**src/rtl/mem_access_pkg.sv**
```systemverilog
// mem_access_pkg
//   Shared bus widths, size codes and the write-back control bundle used by
//   the memory-access stage.
//   No ports.
package mem_access_pkg;

  localparam int DATA_BUS     = 32;
  localparam int ADDR_BUS     = 32;
  localparam int REG_ADDR_BUS = 5;
  localparam int MEM_SEL_BUS  = 4;

  localparam logic [MEM_SEL_BUS-1:0] MEM_SEL_BYTE = 4'b0001;
  localparam logic [MEM_SEL_BUS-1:0] MEM_SEL_WORD = 4'b1111;

  // Everything write-back needs besides the raw read word.
  typedef struct packed {
    logic                    mem_read;
    logic                    mem_write;
    logic                    mem_sign_ext;
    logic [MEM_SEL_BUS-1:0]  mem_sel;
    logic [DATA_BUS-1:0]     result;
    logic                    reg_write_en;
    logic [REG_ADDR_BUS-1:0] reg_write_addr;
    logic [ADDR_BUS-1:0]     pc;
  } wb_ctrl_t;

endpackage

```
**src/rtl/mem_access_if.sv**
```systemverilog
// mem_access_if
//   Data-bus request/response bundle between the memory-access stage and RAM.
//   ram_en            request valid (master -> slave)
//   ram_write_en[3:0] byte write strobes, 0 for reads
//   ram_addr          word-aligned address
//   ram_write_data    aligned store data
//   ram_ready         slave completes the request this cycle
//   ram_read_data_in  read word, valid with ram_ready
interface mem_access_if;
  import mem_access_pkg::*;

  logic                   ram_en;
  logic [MEM_SEL_BUS-1:0] ram_write_en;
  logic [ADDR_BUS-1:0]    ram_addr;
  logic [DATA_BUS-1:0]    ram_write_data;
  logic                   ram_ready;
  logic [DATA_BUS-1:0]    ram_read_data_in;

  modport master (
    output ram_en, ram_write_en, ram_addr, ram_write_data,
    input  ram_ready, ram_read_data_in
  );

  modport slave (
    input  ram_en, ram_write_en, ram_addr, ram_write_data,
    output ram_ready, ram_read_data_in
  );

endinterface

```
**src/rtl/mem_store_align.sv**
```systemverilog
// mem_store_align
//   Combinational size/alignment check and store-lane steering.
//   i_addr_lo  effective address bits [1:0]
//   i_mem_sel  size code (byte / word)
//   i_wdata    unaligned store data (rt)
//   o_strb     byte write strobes (0 when illegal)
//   o_wdata    store data replicated/steered onto the bus lanes
//   o_legal    size/alignment combination is supported
module mem_store_align
  import mem_access_pkg::*;
(
  input  logic [1:0]             i_addr_lo,
  input  logic [MEM_SEL_BUS-1:0] i_mem_sel,
  input  logic [DATA_BUS-1:0]    i_wdata,
  output logic [MEM_SEL_BUS-1:0] o_strb,
  output logic [DATA_BUS-1:0]    o_wdata,
  output logic                   o_legal
);

  always_comb begin
    o_strb  = '0;
    o_wdata = '0;
    o_legal = 1'b0;
    if (i_mem_sel == MEM_SEL_BYTE) begin
      o_legal = 1'b1;
      o_strb  = 4'b0001 << i_addr_lo;
      o_wdata = {4{i_wdata[7:0]}};
    end else if ((i_mem_sel == MEM_SEL_WORD) && (i_addr_lo == 2'b00)) begin
      o_legal = 1'b1;
      o_strb  = 4'b1111;
      o_wdata = i_wdata;
    end
  end

endmodule

```
**src/rtl/mem_access.sv**
```systemverilog
// mem_access
//   MIPS32 memory-access stage: turns loads/stores into single outstanding
//   bus transactions, stalls upstream while one is in flight, and registers
//   the write-back bundle. Write-back does byte extraction/sign extension.
//   clk, rst (async, active-low)
//   valid_in, flush, mem_*_in, result_in (effective address), reg_write_*_in,
//   current_pc_addr_in                     : from EX/MEM
//   stall_out                              : freeze PC and upstream stages
//   bus (master modport)                   : data bus
//   ram_read_data, mem_*_flag, mem_sel, result_out, reg_write_*_out,
//   current_pc_addr_out                    : registered, to write-back
//
//   state | meaning
//   IDLE  | accepting; non-memory/illegal ops pass straight to write-back
//   BUSY  | request latched and driven on the bus until ram_ready
module mem_access
  import mem_access_pkg::*;
#(
  parameter int BUS_WIDTH = 32
) (
  input  logic                    clk,
  input  logic                    rst,
  input  logic                    valid_in,
  input  logic                    flush,
  input  logic                    mem_read_flag_in,
  input  logic                    mem_write_flag_in,
  input  logic                    mem_sign_ext_flag_in,
  input  logic [MEM_SEL_BUS-1:0]  mem_sel_in,
  input  logic [DATA_BUS-1:0]     mem_write_data_in,
  input  logic [DATA_BUS-1:0]     result_in,
  input  logic                    reg_write_en_in,
  input  logic [REG_ADDR_BUS-1:0] reg_write_addr_in,
  input  logic [ADDR_BUS-1:0]     current_pc_addr_in,
  output logic                    stall_out,
  mem_access_if.master            bus,
  output logic [DATA_BUS-1:0]     ram_read_data,
  output logic                    mem_read_flag,
  output logic                    mem_write_flag,
  output logic                    mem_sign_ext_flag,
  output logic [MEM_SEL_BUS-1:0]  mem_sel,
  output logic [DATA_BUS-1:0]     result_out,
  output logic                    reg_write_en_out,
  output logic [REG_ADDR_BUS-1:0] reg_write_addr_out,
  output logic [ADDR_BUS-1:0]     current_pc_addr_out
);

  typedef enum logic {
    ST_IDLE = 1'b0,
    ST_BUSY = 1'b1
  } state_t;

  state_t                  r_state;
  state_t                  w_state_nxt;
  logic                    r_kill;
  logic                    w_kill_nxt;
  logic                    w_accept;

  wb_ctrl_t                w_in_ctrl;
  wb_ctrl_t                r_req_ctrl;
  wb_ctrl_t                w_wb_ctrl;
  logic [DATA_BUS-1:0]     w_wb_rdata;

  logic [BUS_WIDTH-1:0]    r_req_addr;
  logic [MEM_SEL_BUS-1:0]  r_req_strb;
  logic [DATA_BUS-1:0]     r_req_wdata;

  logic [MEM_SEL_BUS-1:0]  w_strb;
  logic [DATA_BUS-1:0]     w_wdata;
  logic                    w_legal;
  logic                    w_is_mem;
  logic                    w_busy;

  mem_store_align u_align (
    .i_addr_lo (result_in[1:0]),
    .i_mem_sel (mem_sel_in),
    .i_wdata   (mem_write_data_in),
    .o_strb    (w_strb),
    .o_wdata   (w_wdata),
    .o_legal   (w_legal)
  );

  assign w_is_mem = mem_read_flag_in | mem_write_flag_in;
  assign w_busy   = (r_state == ST_BUSY);

  always_comb begin
    w_in_ctrl                = '0;
    w_in_ctrl.mem_read       = mem_read_flag_in;
    w_in_ctrl.mem_write      = mem_write_flag_in;
    w_in_ctrl.mem_sign_ext   = mem_sign_ext_flag_in;
    w_in_ctrl.mem_sel        = mem_sel_in;
    w_in_ctrl.result         = result_in;
    w_in_ctrl.reg_write_en   = reg_write_en_in;
    w_in_ctrl.reg_write_addr = reg_write_addr_in;
    w_in_ctrl.pc             = current_pc_addr_in;
  end

  // Write-back gets a bubble unless an instruction retires this cycle.
  always_comb begin
    w_state_nxt = r_state;
    w_kill_nxt  = r_kill;
    w_accept    = 1'b0;
    stall_out   = 1'b0;
    w_wb_ctrl   = '0;
    w_wb_rdata  = '0;
    case (r_state)
      ST_IDLE: begin
        if (valid_in && !flush) begin
          if (w_is_mem && w_legal) begin
            w_accept    = 1'b1;
            stall_out   = 1'b1;
            w_state_nxt = ST_BUSY;
          end else begin
            // illegal accesses retire with flags intact and read data 0
            w_wb_ctrl = w_in_ctrl;
          end
        end
      end
      ST_BUSY: begin
        if (bus.ram_ready) begin
          w_state_nxt = ST_IDLE;
          w_kill_nxt  = 1'b0;
          if (!(r_kill || flush)) begin
            w_wb_ctrl  = r_req_ctrl;
            w_wb_rdata = r_req_ctrl.mem_read ? bus.ram_read_data_in : '0;
          end
        end else begin
          stall_out = 1'b1;
          // the bus request is never abandoned; only its result is dropped
          if (flush) w_kill_nxt = 1'b1;
        end
      end
      default: w_state_nxt = ST_IDLE;
    endcase
  end

  always_ff @(posedge clk or negedge rst) begin
    if (!rst) begin
      r_state <= ST_IDLE;
      r_kill  <= 1'b0;
    end else begin
      r_state <= w_state_nxt;
      r_kill  <= w_kill_nxt;
    end
  end

  always_ff @(posedge clk or negedge rst) begin
    if (!rst) begin
      r_req_ctrl  <= '0;
      r_req_addr  <= '0;
      r_req_strb  <= '0;
      r_req_wdata <= '0;
    end else if (w_accept) begin
      r_req_ctrl  <= w_in_ctrl;
      r_req_addr  <= {result_in[BUS_WIDTH-1:2], 2'b00};
      r_req_strb  <= mem_write_flag_in ? w_strb : '0;
      r_req_wdata <= mem_write_flag_in ? w_wdata : '0;
    end
  end

  always_ff @(posedge clk or negedge rst) begin
    if (!rst) begin
      ram_read_data       <= '0;
      mem_read_flag       <= 1'b0;
      mem_write_flag      <= 1'b0;
      mem_sign_ext_flag   <= 1'b0;
      mem_sel             <= '0;
      result_out          <= '0;
      reg_write_en_out    <= 1'b0;
      reg_write_addr_out  <= '0;
      current_pc_addr_out <= '0;
    end else begin
      ram_read_data       <= w_wb_rdata;
      mem_read_flag       <= w_wb_ctrl.mem_read;
      mem_write_flag      <= w_wb_ctrl.mem_write;
      mem_sign_ext_flag   <= w_wb_ctrl.mem_sign_ext;
      mem_sel             <= w_wb_ctrl.mem_sel;
      result_out          <= w_wb_ctrl.result;
      reg_write_en_out    <= w_wb_ctrl.reg_write_en;
      reg_write_addr_out  <= w_wb_ctrl.reg_write_addr;
      current_pc_addr_out <= w_wb_ctrl.pc;
    end
  end

  assign bus.ram_en         = w_busy;
  assign bus.ram_addr       = w_busy ? r_req_addr : '0;
  assign bus.ram_write_en   = w_busy ? r_req_strb : '0;
  assign bus.ram_write_data = w_busy ? r_req_wdata : '0;

endmodule

```
**src/flat_wrapper.sv**
```systemverilog
// flat-port wrapper written by rule: the top's interface ports become plain ports
module mem_access_flat import mem_access_pkg::*;
#(
  parameter int BUS_WIDTH = 32
)
  (clk, rst, valid_in, flush, mem_read_flag_in, mem_write_flag_in, mem_sign_ext_flag_in, mem_sel_in, mem_write_data_in, result_in, reg_write_en_in, reg_write_addr_in, current_pc_addr_in, stall_out, ram_read_data, mem_read_flag, mem_write_flag, mem_sign_ext_flag, mem_sel, result_out, reg_write_en_out, reg_write_addr_out, current_pc_addr_out, bus_ram_en, bus_ram_write_en, bus_ram_addr, bus_ram_write_data, bus_ram_ready, bus_ram_read_data_in);
  mem_access_if bus_i ();
  input  logic clk;
  input  logic rst;
  input  logic valid_in;
  input  logic flush;
  input  logic mem_read_flag_in;
  input  logic mem_write_flag_in;
  input  logic mem_sign_ext_flag_in;
  input  logic [MEM_SEL_BUS-1:0] mem_sel_in;
  input  logic [DATA_BUS-1:0] mem_write_data_in;
  input  logic [DATA_BUS-1:0] result_in;
  input  logic reg_write_en_in;
  input  logic [REG_ADDR_BUS-1:0] reg_write_addr_in;
  input  logic [ADDR_BUS-1:0] current_pc_addr_in;
  output logic stall_out;
  output logic [DATA_BUS-1:0] ram_read_data;
  output logic mem_read_flag;
  output logic mem_write_flag;
  output logic mem_sign_ext_flag;
  output logic [MEM_SEL_BUS-1:0] mem_sel;
  output logic [DATA_BUS-1:0] result_out;
  output logic reg_write_en_out;
  output logic [REG_ADDR_BUS-1:0] reg_write_addr_out;
  output logic [ADDR_BUS-1:0] current_pc_addr_out;
  output wire logic [$bits(bus_i.ram_en)-1:0] bus_ram_en;
  output wire logic [$bits(bus_i.ram_write_en)-1:0] bus_ram_write_en;
  output wire logic [$bits(bus_i.ram_addr)-1:0] bus_ram_addr;
  output wire logic [$bits(bus_i.ram_write_data)-1:0] bus_ram_write_data;
  input wire logic [$bits(bus_i.ram_ready)-1:0] bus_ram_ready;
  input wire logic [$bits(bus_i.ram_read_data_in)-1:0] bus_ram_read_data_in;
  assign bus_ram_en = bus_i.ram_en;
  assign bus_ram_write_en = bus_i.ram_write_en;
  assign bus_ram_addr = bus_i.ram_addr;
  assign bus_ram_write_data = bus_i.ram_write_data;
  assign bus_i.ram_ready = bus_ram_ready;
  assign bus_i.ram_read_data_in = bus_ram_read_data_in;
  mem_access #(.BUS_WIDTH(BUS_WIDTH)) u_core (.clk(clk), .rst(rst), .valid_in(valid_in), .flush(flush), .mem_read_flag_in(mem_read_flag_in), .mem_write_flag_in(mem_write_flag_in), .mem_sign_ext_flag_in(mem_sign_ext_flag_in), .mem_sel_in(mem_sel_in), .mem_write_data_in(mem_write_data_in), .result_in(result_in), .reg_write_en_in(reg_write_en_in), .reg_write_addr_in(reg_write_addr_in), .current_pc_addr_in(current_pc_addr_in), .stall_out(stall_out), .bus(bus_i), .ram_read_data(ram_read_data), .mem_read_flag(mem_read_flag), .mem_write_flag(mem_write_flag), .mem_sign_ext_flag(mem_sign_ext_flag), .mem_sel(mem_sel), .result_out(result_out), .reg_write_en_out(reg_write_en_out), .reg_write_addr_out(reg_write_addr_out), .current_pc_addr_out(current_pc_addr_out));
endmodule
```
**config.mk**
```make
export PLATFORM = sky130hd
export DESIGN_NAME = mem_access_flat
export DESIGN_NICKNAME = d
export VERILOG_FILES = /design/src/rtl/mem_access_pkg.sv /design/src/rtl/mem_access_if.sv /design/src/rtl/mem_store_align.sv /design/src/rtl/mem_access.sv /design/src/flat_wrapper.sv
export SDC_FILE = /design/constraint.sdc
export NUM_CORES = 1
export LEC_CHECK = 0
export BUFFER_PORTS_ARGS = -buffer_cell sky130_fd_sc_hd__buf_2
export CORE_ASPECT_RATIO = 1.5
export CORE_MARGIN = 2
export CORE_UTILIZATION = 49
export DETAILED_ROUTE_END_ITERATION = 8
export PLACE_DENSITY = 0.86
export SETUP_SLACK_MARGIN = 0.1
export SLEW_MARGIN = 20
export SYNTH_ARGS = -nofsm -noshare
export SYNTH_HDL_FRONTEND = slang
export SYNTH_SLANG_ARGS = --single-unit
```
**constraint.sdc**
```tcl
create_clock -name clk -period 2.1 [get_ports clk]
set_clock_uncertainty 0.05 [all_clocks]
set_input_delay 0 -clock clk [delete_from_list [all_inputs] [get_ports clk]]
set_output_delay 0 -clock clk [all_outputs]
set_load 0.02 [all_outputs]
```
==> qor.yml, run 1 <==
ys_types: 31
hold_ws_ns: -0.00503
max_freq_mhz: 516
layout_common_cells: "320 x buf_2, 223 x dfrtp_1, 161 x dlygate4sd3_1"
ios: 325
cts_sinks: 224
slew_headroom: 0.381
routedWlPerCell_microns: 21.4
combPwrFrac: 0.141
seq_power_share: 0.507
dp.cells: 1152
finalHoldViolCount: 1
slew_viol_final: 0
cts_made_buffers: 21
violations: "negative hold slack"
yosys.area_share.adder: 0
max-vdd-ir-drop_mv: 0.487
num-nets-final: 1268
synthXorXnorAreaFrac: 0
clockRootBuffer: "clkbuf_16"
drt_iter0_drc: 626
cts_tree: "built"
clk_pin_slew_ns: 0.06
ant_nets: 0
die_w_microns: 114
layout-area-overhead-vs-synth_pct: 47.5
rsz0062_at_grt: "true"
fillers: 1008
final_common_cell: "buf_2"
die_h_microns: 169
synth_top_family_by_area: "compound AO/OA/AOI/OAI gates"
clkPwrFrac: 0.352
core_sq_mm: 0.0178
drc_errors: 0
h-tree-depth: 1
powerDensity_mw_per_mm2: 778
fin_crit_ns: 1.94
post_drt_via_cell_ratio: 5.62
path_class: "flop to output pin"
yosys.area_share.simple: 0.0904
cellLeakagePower_uw: 0.00706
gp_congestion: 0.867
cap_violations: 0
hpwl_microns: 15900
antenna_found_initial: 1
status: "complete, but fails checks"
grt_use_total: 0.293
fp-row-count: 60
fin_crit_sh: 0.922
clock_path_buffers: 3
synth-seq-cells: 224
swShare: 0.249
syn_area_per_cell_sq_um: 13.8
io_buffers: 322
final_core_util: 0.733
tightest_slew_ns: 0.928
cp_max_fo: 20
grt_max_degree: 74
cp_data_required_time_ns: 2.05
routed_wl_microns: 28800
grt_overflow_total: 0
p_sw_uw: 2530
synth_area_leader_cell: "dfrtp_1"
multi_input_area_sq_mm: 0.00299
num_vias: 7576
synth_compound_area_frac: 0.139
clkLatencyLatePin_ns: 0.49
synth_cells: 643
grt_pass1_vias: 8157
grt_pass1_wl_microns: 43800
startpoint_type: "flop"
synth_mux_area_frac: 0.104
yosys_warnings: 0
min_path_type: "primary input to async pin"
synthTopCellsByArea: "dfrtp_1 63%, a22o_1 7.4%, and2_1 5.2%, mux2_4 5.1%, mux2_2 4.5%"
p_int_uw: 7630
seqCellArea_sq_mm: 0.00561
dieArea_sq_mm: 0.0192
end_kind: "output pin"
final.setup.tns_ns: 0
yosysSeqAreaShare: 0.634
drive_above_1_share: 0.396
worst-endpoint-arrival_ns: 1.89
start_util: 0.497
yosysTopAreaCellShare: 0.634
synth_area_sq_mm: 0.00885
stdcell_count: 1349
final-setup-viol-count: 0
firstDrtPassIters: 7
[final timing paths]
check | start | to | slack (ns) | depth (start not counted)
worst max-delay path | u_core.bus.ram_en$_DFF_PN0_ | stall_out | 0.16 | 6
worst min-delay path | rst | u_core.reg_write_addr_out[3]$_DFF_PN0_ | -0.005 | 2
worst max register to register | u_core.bus.ram_en$_DFF_PN0_ | u_core.result_out[7]$_DFF_PN0_ | 0.21 | 6
worst min register to register | u_core.r_req_ctrl[70]$_DFFE_PN0P_ | u_core.r_req_ctrl[70]$_DFFE_PN0P_ | 0.43 | 1
max in group asynchronous | rst | u_core.current_pc_addr_out[11]$_DFF_PN0_ | 1.24 | 3
min in group clk | flush | u_core.ram_read_data[28]$_DFF_PN0_ | 0.12 | 4
[Yosys cell counts, drive strengths merged]
| cell | n |
|---|---|
| a22o | 75 |
| nor3b | 1 |
| nor3 | 2 |
| a21oi | 29 |
| nand2 | 13 |
| conb | 1 |
| and3 | 32 |
| o2bb2ai | 29 |
| o21ai | 22 |
| dfrtp | 224 |
| a32o | 2 |
| nor2 | 3 |
| nand3 | 2 |
| nand4 | 1 |
| clkbuf | 30 |
| mux2 | 72 |
| and2 | 74 |
| a41o | 1 |
| a21boi | 1 |
| nor4b | 1 |
| a41oi | 1 |
| nand2b | 1 |
| inv | 3 |
| o21a | 1 |
| buf | 22 |
[repair_timing]
action                                 CTS  global route
cloned                                   1             0
buffers inserted                         2             0
hold buffers                           161             0
setup endpoints to repair                1             2
pin swaps                                1             1
resized for setup                        5             3
endpoints found under the hold margin  447             0
[logic make-up (layout without fill, tap and decap cells)]
group | count (synthesis) | in the layout
buffers and inverters | 55 | 541
AO/OA/AOI/OAI | 161 | 161
flip-flops | 224 | 224
multiplexers | 72 | 72
AND/OR/NAND/NOR | 130 | 130
other | 1 | 4
[registers in the layout, indices dropped and copies added (netlist names), 4 cells and up]
signal and cells:
u_core.r_req_wdata 32, u_core.mem_sel 4, u_core.r_req_ctrl 76, u_core.result_out 32, u_core.current_pc_addr_out 32, u_core.reg_write_addr_out 5
u_core.r_req_strb 4, u_core.ram_read_data 32
[critical path, cell delays in order, from the launching register on]
cell	delay, ns
dfrtp_2	0.42
nor3b_4	0.24
buf_6	0.14
nand3_4	0.11
buf_12	0.19
o21ai_1	0.11
buf_4	0.18
[per-layer routing]
metal	track usage	vias up	wire (microns)
li1	-	3246	-
met1	0.316	3752	9670
met2	0.541	454	15400
met3	0.0498	124	1990
met5	0	-	0
met4	0.154	0	1730
[layout make-up]
cell class,instances,area share
clock inverter,4,0.00393
timing repair buffer,507,0.272
clock buffer,27,0.0435
sequential,224,0.430
antenna,2,0.000384
multi-input combinational,365,0.229
inverter,3,0.000863
tap,217,0.0208
[stage by stage]
| step | setup WS (ns) | power, uW | cell area, sq um |
|---|---|---|---|
| finish | 0.164 | 10200 | 13100 |
| global route | 0.0996 | 10500 | 13000 |
| CTS | 0.116 | 10100 | 13000 |
| detailed placement | 0.354 | 6320 | 10700 |
| global placement | 0.349 | 6240 | 10700 |
| floorplan | 0.263 | 5770 | 8850 |
[power groups by stage]
stage	Clock [uW]	Combinational (uW)	Sequential [uW]
finish	3570	1440	5150
CTS	3620	1390	5110
global placement	0	1090	5140
floorplan	0	628	5150
detailed placement	0	1140	5170
global route	3800	1540	5190
No activity file was read; power rests on OpenSTA's default activity.
==> inputs of run 2 (changes only) <==
--- a/config.mk
+++ b/config.mk
@@ -13,3 +13,3 @@
 export PLACE_DENSITY = 0.86
-export SETUP_SLACK_MARGIN = 0.1
+export SETUP_SLACK_MARGIN = 0.5
 export SLEW_MARGIN = 20
==> constraint.sdc (replaced) <==
create_clock -name clk -period 2.1 [get_ports clk]
set_clock_uncertainty 0.05 [all_clocks]
set_input_delay 0.21 -clock clk [delete_from_list [all_inputs] [get_ports clk]]
set_output_delay 0.21 -clock clk [all_outputs]
set_load 0.02 [all_outputs]
==> qor.yml, run 2 (synthesis gave the netlist of run 1 again) <==
min_to: "u_core.mem_sel[0]$_DFF_PN0_"
grt_util_met2: 0.641  # +0.100
layout-area-overhead-vs-synth_pct: 69.8
max_freq_mhz: 493  # -4.6%
path_class: "flop to output pin"
final.setup.tns_ns: 0  # unchanged
fillers: 800  # -21%
dieArea_sq_mm: 0.0192  # unchanged
antenna_found_initial: 2  # +1
status: "finished clean"
reg2reg_slack_ns: 0.10  # -0.11 ns
crit_family: "flip-flops"
finalHoldViolCount: 0  # -1
post_drt_via_cell_ratio: 6.03  # +7.4%
hp-start: "mem_sel_in[0]"
num_vias: 8399  # +11%
routed_wl_microns: 38800  # +35%
h-tree-depth: 1  # unchanged
ios: 325  # unchanged
slew_headroom: 0.269  # -0.113
start_util: 0.497  # unchanged
routedWlPerCell_microns: 27.9  # +30%
cp_slowest_stage_delay_ns: 0.46  # +0.04 ns
rr_startpoint: "u_core.bus.ram_en$_DFF_PN0_"
final_common_cell: "buf_2"
met3_usage: 0.0573  # +0.00752
crit_start: "u_core.bus.ram_en$_DFF_PN0_"
gp_congestion: 0.857  # -1.2%
drc_errors: 0  # unchanged
slew_viol_final: 0  # unchanged
grt_use_total: 0.352  # +0.0593
final_core_util: 0.844  # +0.111
cts_tree: "built"
whs_path_depth: 2
top_register: "u_core.r_req_ctrl"
critPathBufInv: 2  # -1
die_h_microns: 169  # unchanged
num-nets-final: 1305  # +2.9%
fin_crit_sh: 0.967  # +0.0445
worst-endpoint-arrival_ns: 1.77  # -0.12 ns
fin_crit_ns: 2.03  # +0.0935 ns
powerDensity_mw_per_mm2: 738  # -5.2%
clock_path_buffers: 3  # unchanged
tightest_slew_ns: 1.10  # +0.169 ns
cpMostUsedCell: "buf_6"
grt_pass1_wl_microns: 51000  # +16%
drive_above_1_share: 0.508  # +0.112
drt_iter0_drc: 700  # +12%
final-setup-viol-count: 0  # unchanged
cts_sinks: 224  # unchanged
grt_use_met1: 0.378  # +0.0617
critPathSlowestCell: "dfrtp_2"
top_usage_layer: "met2"
largest_reg_flops: 76  # unchanged
cp_data_required_time_ns: 1.84  # -0.21 ns
layout_common_cells: "270 x buf_2, 223 x dfrtp_1, 140 x dlygate4sd3_1"
startpoint_type: "flop"
fp-row-count: 60  # unchanged
worstPathCellList: "nor3b_4 -> buf_6 -> nand3_4 -> o21ai_4 -> buf_6"
min_path_type: "primary input to flop"
cts_made_buffers: 20  # -4.8%
io_buffers: 322  # unchanged
r2r_end: "u_core.r_req_ctrl[14]$_DFFE_PN0P_"
grt_max_degree: 77  # +4.1%
multi_input_area_sq_mm: 0.00353  # +18%
core_sq_mm: 0.0178  # unchanged
clockRootBuffer: "clkbuf_16"
hpwl_microns: 16500  # +3.5%
grt_pass1_vias: 8745  # +7.2%
ant_nets: 0  # unchanged
seqCellArea_sq_mm: 0.00561  # unchanged
die_w_microns: 114  # unchanged
firstDrtPassIters: 5  # -2
grt_overflow_total: 0  # unchanged
cp_max_fo: 3  # -85%
max-vdd-ir-drop_mv: 0.733  # +50%
end_kind: "output pin"
worst-r2r-cell-count: 6  # unchanged
clk_pin_slew_ns: 0.08  # +0.02 ns
rsz0062_at_grt: "true"
cellLeakagePower_uw: 0.00779  # +10%
cap_violations: 0  # unchanged
clkLatencyLatePin_ns: 0.50  # about the same
## run 2: cell types whose count changed in the layout (fill, tap and decap cells not counted), moves of 17 or more
cell / delta
buf_16: +17
buf_6: +59
buf_2: -50
and2_4: +36
mux2_2: -22
mux2_4: +29
dlygate4sd3_1: -21
o2bb2ai_1: -25
o2bb2ai_2: +18
and2_1: -36
## run 2: per-layer routing
layer / vias to the layer above / wire length, microns
met2: 627 / 20200
met3: 234 / 2750
met4: 0 / 3410
met5: - / 0
li1: 3354 / -
met1: 4184 / 12400
## run 2: how the worst max path moves through the flow
stage                                         to  depth (start not counted)
2_1_floorplan  u_core.r_req_ctrl[65]$_DFFE_PN0P_                          6
3_3_place_gp    u_core.r_req_ctrl[9]$_DFFE_PN0P_                          6
3_5_place_dp   u_core.r_req_ctrl[19]$_DFFE_PN0P_                          6
4_1_cts                                stall_out                          5
5_1_grt                                stall_out                          5
6_report                               stall_out                          5
## run 2: final cells by class
class / count / share of cell area
flip-flops and latches: 224 / 0.373
clock buffers: 27 / 0.0378
diodes: 2 / 0.000333
inverters: 3 / 0.000750
well taps: 217 / 0.0181
repair buffers: 545 / 0.326
clock inverters: 9 / 0.00866
multi-input cells: 365 / 0.235
## run 2: timing repair
item                       in CTS  in global routing
pin swaps                       6                  8
setup endpoints to repair     247                289
hold endpoints to repair      280                  0
buffers inserted               18                 11
gates resized for setup       184                 92
gates cloned                   20                 11
hold buffers                  140                  0
## run 2: where the power goes
group | leakage, uW | internal, uW | switching (uW)
Combinational | 0.00446 | 1070 | 761
Sequential | 0.00299 | 4800 | 459
Clock | 0.000341 | 2290 | 1710
## run 2: through the flow
step / hold WS [ns] / setup WS (ns) / area [sq um] / instances / total power [uW]
after global placement: 0.175 / 0.347 / 10800 / 1154 / 6260
after global routing: 0.0219 / 0.0328 / 15000 / 1392 / 11400
final: 0.00616 / 0.0703 / 15000 / 1392 / 11100
after CTS: 0.00273 / 0.177 / 14200 / 1368 / 10600
after detailed placement: 0.186 / 0.273 / 10800 / 1154 / 6330
after floorplan: -0.136 / 0.302 / 8860 / 644 / 5770
## run 2: worst register-to-register path, delay by kind of cell, from the launching register on
kind	cells	cell delay, ns
buffers and inverters	3	0.69
DFF	1	0.46
muxes	1	0.32
and+or+nand+nor	2	0.36
==> inputs of run 3 (changes only) <==
- CORE_UTILIZATION: 49 -> 53
- PLACE_DENSITY: 0.86 -> 0.92
- clock period: 2.1 -> 2.4 ns (I/O delays scaled with it)
==> qor.yml, run 3 (synthesis gave the netlist of run 1 again) <==
grt_pass1_vias: 8291  # -5.2%
drc_errors: 0  # unchanged
path_class: "flop to output pin"
crit_start: "u_core.bus.ram_en$_DFF_PN0_"
whs_path_depth: 2  # unchanged
core_sq_mm: 0.0163  # -8.6%
hp-start: "mem_sel_in[3]"
p_int_uw: 6860  # -16%
slew_viol_final: 0  # unchanged
clkLatencyLatePin_ns: 0.49  # about the same
finalHoldViolCount: 0  # unchanged
critPathBufInv: 2  # unchanged
rr_startpoint: "u_core.bus.ram_en$_DFF_PN0_"
cts_made_buffers: 20  # unchanged
num_vias: 7564  # -9.9%
worst-r2r-cell-count: 7  # +1
cp_slowest_stage_delay_ns: 0.44  # -0.02 ns
h-tree-depth: 1  # unchanged
start_util: 0.544  # +0.0468
die_w_microns: 109  # -3.7%
clock_path_buffers: 3  # unchanged
io_buffers: 322  # unchanged
crit_family: "flip-flops"
cts_sinks: 224  # unchanged
grt_use_total: 0.335  # -0.0174
min_path_type: "primary input to flop"
max_freq_mhz: 518
grt_max_degree: 79  # +2.6%
slew_headroom: 0.303  # +0.0346
placed_area_sq_mm: 0.0107  # -0.51%
end_kind: "output pin"
clockRootBuffer: "clkbuf_16"
cap_violations: 0  # unchanged
powerDensity_mw_per_mm2: 706  # -4.4%
num-nets-final: 1247  # -4.4%
layout-area-overhead-vs-synth_pct: 46.2
startpoint_type: "flop"
gp_congestion: 0.831  # -3.0%
final.setup.tns_ns: 0  # unchanged
combPwrFrac: 0.136  # -0.029
rsz0062_at_grt: "true"
cts_tree: "built"
fin_crit_ns: 1.93
firstDrtPassIters: 5  # unchanged
post-route-cell-area_sq_mm: 0.0129  # -14%
worst-endpoint-arrival_ns: 1.64  # -0.13 ns
largest_reg_flops: 76  # unchanged
fp-row-count: 57  # -5.0%
drt_iter0_drc: 565  # -19%
cp_data_required_time_ns: 2.11  # +0.27 ns
grt_overflow_total: 0  # unchanged
cpMostUsedCell: "buf_6"
max-vdd-ir-drop_mv: 0.615  # -16%
grt_pass1_wl_microns: 44800  # -12%
clk_pin_slew_ns: 0.07  # about the same
routedWlPerCell_microns: 22.7  # -19%
min_to: "u_core.r_req_ctrl[73]$_DFFE_PN0P_"
r2r_end: "u_core.r_req_ctrl[53]$_DFFE_PN0P_"
antenna_found_initial: 1  # -1
final_common_cell: "buf_2"
die_h_microns: 162  # -3.8%
critPathSlowestCell: "dfrtp_2"
ios: 325  # unchanged
worstPathCellList: "nor3b_4 -> buf_6 -> nand3_4 -> o21ai_4 -> buf_6"
fillers: 850  # +6.3%
seq_power_share: 0.495  # +0.021
reg2reg_slack_ns: 0.51  # +0.41 ns
final-setup-viol-count: 0  # unchanged
swShare: 0.248  # -0.0156
dieArea_sq_mm: 0.0178  # -7.3%
hpwl_microns: 16600  # +0.70%
routed_wl_microns: 30000  # -23%
cp_max_fo: 2  # -1
p_sw_uw: 2270  # -23%
hold_ws_ns: 0.0281  # +0.0219 ns
fin_crit_sh: 0.804
top_register: "u_core.r_req_ctrl"
ant_nets: 0  # unchanged
post_drt_via_cell_ratio: 5.72  # -5.2%
clkPwrFrac: 0.369  # +0.008
drive_above_1_share: 0.413  # -0.0946
tightest_slew_ns: 1.05  # -0.0518 ns
layout_common_cells: "320 x buf_2, 223 x dfrtp_1, 134 x dlygate4sd3_1"
cellLeakagePower_uw: 0.00702  # -9.9%
status: "finished clean"
==> run 3: power groups by stage <==
stage	Clock, uW	Combinational, uW	Sequential (uW)
4_1_cts	3400	1190	4480
3_5_place_dp	0	1000	4530
6_report	3370	1240	4520
3_3_place_gp	0	959	4500
5_1_grt	3560	1330	4550
2_1_floorplan	0	549	4500
==> run 3: what timing repair did <==
| action | CTS | global route |
|---|---|---|
| resized for setup | 8 | 7 |
| pin swaps | 3 | 2 |
| setup endpoints to repair | 176 | 37 |
| endpoints found under the hold margin | 269 | 0 |
| hold buffers | 134 | 0 |
| buffers inserted | 4 | 2 |
| cloned | 1 | 1 |
==> run 3: metrics by stage <==
step,instances,total power [uW],utilization,worst slack (ns)
after floorplan,644,5050,-,0.530
after global placement,1143,5460,0.660,0.424
after detailed placement,1143,5540,0.660,0.382
after CTS,1318,9060,0.791,0.463
after global routing,1322,9440,0.795,0.414
final,1322,9120,0.795,0.470
==> run 3: layout make-up <==
type                    count  area [sq um]  area share
flip-flops and latches    224          5610       0.434
repair buffers            487          3350       0.259
multi-input cells         365          3000       0.232
clock buffers              29           606      0.0468
well taps                 206           258      0.0199
clock inverters             7          90.1     0.00697
inverters                   3          11.3    0.000871
diodes                      1          2.50    0.000194
==> run 3: metal layers <==
metal | part of all wire | vias to the layer above | wire, microns | global-route usage
li1 | - | 3212 | - | -
met1 | 0.33 | 3725 | 10000 | 0.366
met2 | 0.52 | 482 | 15600 | 0.575
met3 | 0.073 | 145 | 2180 | 0.0654
met4 | 0.072 | 0 | 2170 | 0.228
met5 | 0 | - | 0 | 0
==> run 3: worst max path at each step <==
stage	endpoint	slack, ns	depth (start not counted)
after detailed placement	u_core.ram_read_data[18]$_DFF_PN0_	0.38	5
after global placement	u_core.reg_write_addr_out[3]$_DFF_PN0_	0.42	5
final	stall_out	0.47	5
after global routing	stall_out	0.41	5
after CTS	u_core.r_req_ctrl[40]$_DFFE_PN0P_	0.46	7
after floorplan	stall_out	0.53	5
